File: config.mk
export PLATFORM = sky130hd
export DESIGN_NAME = config_loader_flat
export DESIGN_NICKNAME = d
export VERILOG_FILES = /design/src/rtl/config_loader_if.sv /design/src/rtl/config_loader.sv /design/src/flat_wrapper.sv
export SDC_FILE = /design/constraint.sdc
export NUM_CORES = 2
export LEC_CHECK = 0
export CAP_MARGIN = 5
export CELL_PAD_IN_SITES_DETAIL_PLACEMENT = 1
export CELL_PAD_IN_SITES_GLOBAL_PLACEMENT = 1
export CORE_AREA = 2 2 531 533
export DETAILED_ROUTE_END_ITERATION = 16
export DIE_AREA = 0 0 533 535
export GPL_TIMING_DRIVEN = 1
export HOLD_SLACK_MARGIN = 0.06
export PLACE_DENSITY_LB_ADDON = 0.1
export SYNTH_ARGS = -nofsm -noshare
export SYNTH_HDL_FRONTEND = slang
export SYNTH_SLANG_ARGS = --single-unit
File: constraint.sdc
create_clock -name clock -period 2.3 [get_ports clock]
set_input_delay 0.345 -clock clock [delete_from_list [all_inputs] [get_ports clock]]
set_output_delay 0.345 -clock clock [all_outputs]
set_load 0.01 [all_outputs]
File: src/rtl/config_loader_if.sv
// Word-stream handshake between a configuration source and config_loader.
// The source drives word_in/word_valid; the loader answers with word_ready.
interface config_loader_if #(
    parameter int WORD_WIDTH = 32
);
    logic [WORD_WIDTH-1:0] word_in;
    logic                  word_valid;
    logic                  word_ready;

    modport master (
        output word_in,
        output word_valid,
        input  word_ready
    );

    modport slave (
        input  word_in,
        input  word_valid,
        output word_ready
    );
endinterface

File: src/rtl/config_loader.sv
// Streams configuration words into a wide registered bus for a logic grid,
// holding the grid in reset until the whole bus has settled.
module config_loader #(
    parameter  int CONFIG_WIDTH = 1314,
    parameter  int WORD_WIDTH   = 32,
    localparam int NUM_WORDS    = (CONFIG_WIDTH + WORD_WIDTH - 1) / WORD_WIDTH,
    localparam int CW           = $clog2(NUM_WORDS + 1)
) (
    input  logic                    clock,
    input  logic                    nreset,
    input  logic                    start,
    config_loader_if.slave          bus,
    output logic [CONFIG_WIDTH-1:0] config_out,
    output logic                    grid_nreset,
    output logic                    busy,
    output logic                    done,
    output logic [CW-1:0]           words_loaded
);

    typedef enum logic [1:0] {
        IDLE,
        LOAD,
        SETTLE,
        RUN
    } state_t;

    localparam logic [CW-1:0] LAST = CW'(NUM_WORDS - 1);
    localparam logic [CW-1:0] FULL = CW'(NUM_WORDS);

    state_t                  state_q;
    state_t                  state_d;
    logic [CONFIG_WIDTH-1:0] cfg_d;
    logic [CW-1:0]           cnt_d;
    logic                    ready_q;
    logic                    accept;

    // A start in the same cycle as a handshake restarts the load and drops the word.
    assign accept         = ready_q & bus.word_valid & ~start;
    assign bus.word_ready = ready_q;

    always_comb begin
        state_d = state_q;
        cfg_d   = config_out;
        cnt_d   = words_loaded;
        unique case (state_q)
            IDLE, RUN: begin
                if (start) begin
                    state_d = LOAD;
                    cfg_d   = '0;
                    cnt_d   = '0;
                end
            end
            LOAD: begin
                if (start) begin
                    cfg_d = '0;
                    cnt_d = '0;
                end else if (accept) begin
                    // Bits of the final word beyond CONFIG_WIDTH fall off here.
                    for (int i = 0; i < CONFIG_WIDTH; i++) begin
                        if (CW'(i / WORD_WIDTH) == words_loaded) begin
                            cfg_d[i] = bus.word_in[i % WORD_WIDTH];
                        end
                    end
                    if (words_loaded != FULL) begin
                        cnt_d = words_loaded + 1'b1;
                    end
                    if (words_loaded == LAST) begin
                        state_d = SETTLE;
                    end
                end
            end
            SETTLE: state_d = RUN;
            default: state_d = IDLE;
        endcase
    end

    always_ff @(posedge clock or negedge nreset) begin
        if (!nreset) begin
            state_q      <= IDLE;
            config_out   <= '0;
            words_loaded <= '0;
            ready_q      <= 1'b0;
            busy         <= 1'b0;
            done         <= 1'b0;
            grid_nreset  <= 1'b0;
        end else begin
            state_q      <= state_d;
            config_out   <= cfg_d;
            words_loaded <= cnt_d;
            ready_q      <= (state_d == LOAD);
            busy         <= (state_d == LOAD) || (state_d == SETTLE);
            done         <= (state_d == RUN);
            grid_nreset  <= (state_d == RUN);
        end
    end

endmodule

File: src/flat_wrapper.sv
// flat-port wrapper written by rule: the top's interface ports become plain ports
module config_loader_flat 
#(
    parameter  int CONFIG_WIDTH = 1314,
    parameter  int WORD_WIDTH   = 32,
    localparam int NUM_WORDS    = (CONFIG_WIDTH + WORD_WIDTH - 1) / WORD_WIDTH,
    localparam int CW           = $clog2(NUM_WORDS + 1)
)
  (clock, nreset, start, config_out, grid_nreset, busy, done, words_loaded, bus_word_in, bus_word_valid, bus_word_ready);
  config_loader_if #(.WORD_WIDTH(WORD_WIDTH)) bus_i ();
  input  logic clock;
  input  logic nreset;
  input  logic start;
  output logic [CONFIG_WIDTH-1:0] config_out;
  output logic grid_nreset;
  output logic busy;
  output logic done;
  output logic [CW-1:0] words_loaded;
  input wire logic [$bits(bus_i.word_in)-1:0] bus_word_in;
  input wire logic [$bits(bus_i.word_valid)-1:0] bus_word_valid;
  output wire logic [$bits(bus_i.word_ready)-1:0] bus_word_ready;
  assign bus_i.word_in = bus_word_in;
  assign bus_i.word_valid = bus_word_valid;
  assign bus_word_ready = bus_i.word_ready;
  config_loader #(.CONFIG_WIDTH(CONFIG_WIDTH), .WORD_WIDTH(WORD_WIDTH)) u_core (.clock(clock), .nreset(nreset), .start(start), .bus(bus_i), .config_out(config_out), .grid_nreset(grid_nreset), .busy(busy), .done(done), .words_loaded(words_loaded));
endmodule
==> flow_summary.ini <==
[setup_path]
crit_type = flip-flop to flip-flop
arrival_ps = 3190
critPathBufInv = 6
crit_slowest_cell = dfrtp_1
critPathRequiredTime_ps = 3010
crit_top_cell = buf_12
critical_path.max_stage_delay_ps = 430
crit_path_cell_trace = inv_2, ha_4, nor2b_4, a211o_4, buf_12, buf_6, nor2_4, buf_12, buf_12, buf_16, mux2_4
ff2ff_path_depth = 11
reg2reg_slack_ps = -180
r2r_start = u_core.state_q[1]
crit_cells = 11
path_delay_family = buffers and inverters
critPathMaxFanout = 7
startpoint_type = flip-flop
reg2reg_to = u_core.config_out[627]
end_kind = flip-flop

[timing]
rsz0062_at_grt = true
hold_viol_final = 0
timing.slew.headroom = 0.496
period_needed_ps = 2480
worst-slew-pin-transition_ps = 756
finalWorstSetupSlack_ps = -179
period_share = 1.08
fmax_mhz = 403
skew_ps = 43.0
slew_viol_final = 0
setup_violations = 1056

[finish]
nets = 4941
syn_to_final_growth_pct = 67.2
fin_area_um2 = 85000
fill_cells = 29000
drive_gt1_frac = 0.434

[die]
row_count = 194
core-area_um2 = 279000
die_x_um = 533
die_area_um2 = 285000
die_h_um = 535
start_util = 0.182
io_pins = 1360

[synthesis]
syn_area_per_cell_um2 = 16.4
ys_types = 42
synth_seq_area_share = 0.653
yosys-top-cells-count = dfrtp_1, mux2_2, clkbuf_1
synthXorXnorAreaFrac = 0
synth_top_family_by_area = multiplexers
async_reset_ff_frac = 1.00
synth_compound_area_frac = 0.00729
synth_cells = 3106
yosys_most_used_dff = dfrtp_1
synth_edf_count = 0
muxShareOfSynthArea = 0.291
synth_area_leader_cell = dfrtp_1
yosys.area.top_type_share = 0.653
syn-num-nets = 3149
synth.most_common_cell = dfrtp_1
yosys_warnings = 0
synthAdderAreaFrac = 0.00172
netlist_area_um2 = 50800
yosys-top-cells-area = dfrtp_1, mux2_2, mux2_1, buf_6, clkbuf_1
synth-seq-cells = 1325
synth_simple_gate_area_frac = 0.0158

[global_route]
grt_max_degree = 96
grt_pass1_vias = 37000
grt_pass1_wl_mm = 366
grt_usage = 0.189
antenna_found_initial = 39
met3_usage = 0.0813
met1_usage = 0.227
use_met2 = 0.310
top_usage_layer = met2
overflow = 0

[power]
fin_total_pwr_mw = 81.9
ir_drop_mv = 0.520
leakagePower_nw = 38.1
p_per_area_nw_per_um2 = 964

[detailed_routing]
wl_mm = 299
vias_per_cell = 3.99
avgRoutedWirePerCell_um = 34.1
vias = 35000
ant_nets = 0
drc = 0
dr.pass1.iters = 4
initialDrtViolationCount = 1318

[cts]
cts_tree = built
htreeDepth = 4
insertion_delay_ps = 860
clkSlewWorstSetupHoldPaths_ps = 60
clock_sinks = 1325
clockRootBuffer = clkbuf_16
numCtsBuffers = 177
cts_buffer_depth = 4

[placed_design]
place_area_um2 = 72200
hpwl_mm = 193
port-buffer-count = 1359
gp_congestion = 0.746

[run_status]
violations = setup timing
outcome = finished, violations left

[min_path]
min_path_type = input pin to async pin

[flow_run]
maxCapViolCount = 0
==> routing by layer <==
layer / vias to the layer above / wire [um]
met4: 14 / 7470
met5: - / 89
li1: 14500 / -
met2: 1209 / 138000
met3: 297 / 27100
met1: 19000 / 127000
==> worst register-to-register path, cell delays in order, from the launching register on <==
cell and delay [ps]:
dfrtp_1 430, inv_2 80, ha_4 160, nor2b_4 130
a211o_4 350, buf_12 160, buf_6 130, nor2_4 130
buf_12 160, buf_12 120, buf_16 150, mux2_4 340
==> logic make-up after synthesis <==
logic type	Yosys count
buf+inv	281
compound gates	63
simple gates	116
mux	1314
flops	1325
fa+ha+maj	7
==> report_power, final <==
group          total [mW]  switching [mW]  internal [mW]
clock                28.0            11.5           16.5
sequential           28.5            1.86           26.7
combinational        25.4            11.9           13.5
total                81.9            25.2           56.7
==> sequential cells by signal, indices dropped and copies added, names as in the netlist <==
name and count:
u_core.config_out 1314, u_core.words_loaded 6, u_core.state_q 2, u_core.bus.word_ready 1, u_core.busy 1, u_core.grid_nreset 1
==> through the flow <==
stage / std cells / hold WS (ps) / worst slack (ps) / utilization / TNS [ps]
2_1_floorplan: 3106 / 49.4 / 58.8 / - / 0
3_3_place_gp: 8243 / 368 / -768 / 0.259 / -904120
3_5_place_dp: 8243 / 369 / -772 / 0.259 / -906110
4_1_cts: 8652 / 137 / -192 / 0.289 / -100770
5_1_grt: 8768 / 141 / -260 / 0.305 / -175730
6_report: 8775 / 180 / -179 / 0.305 / -78040
==> worst max path at each step <==
stage / start / endpoint / slack (ps)
global placement: start / u_core.config_out[561] / -770
detailed placement: start / u_core.config_out[559] / -770
finish: u_core.state_q[1] / u_core.config_out[627] / -180
global route: u_core.state_q[1] / u_core.config_out[293] / -260
floorplan: u_core.state_q[0] / u_core.config_out[418] / 60
CTS: u_core.state_q[0] / u_core.config_out[630] / -190
==> layout make-up <==
cell class	instances	area, um2	share of cell area
diodes	16	40.0	0.000471
repair buffers	1886	22700	0.267
well taps	3724	4660	0.0548
inverters	8	32.5	0.000383
multi-input cells	1500	18700	0.220
flip-flops and latches	1325	33200	0.390
clock inverters	35	388	0.00457
clock buffers	281	5360	0.0630
==> cell usage in the layout, fill, tap and decap left out, types with 20 or more instances in the layout <==
cell	synthesis	routed
buf_12	0	222
mux2_2	1221	727
clkbuf_1	105	55
mux2_4	0	553
nor2_4	18	20
buf_16	0	47
dfrtp_1	1325	1320
buf_4	7	154
mux2_1	91	32
clkdlybuf4s50_1	0	1337
buf_6	58	21
clkbuf_16	0	247
clkbuf_8	0	45
==> timing repair <==
item	CTS	global route
hold buffers	1	0
pin swaps	12	29
buffers inserted	52	44
hold endpoints to repair	865	0
resized for setup	288	570
cloned	40	82
endpoints found under the setup margin	1131	1394
(Power assumes the default switching activity.)
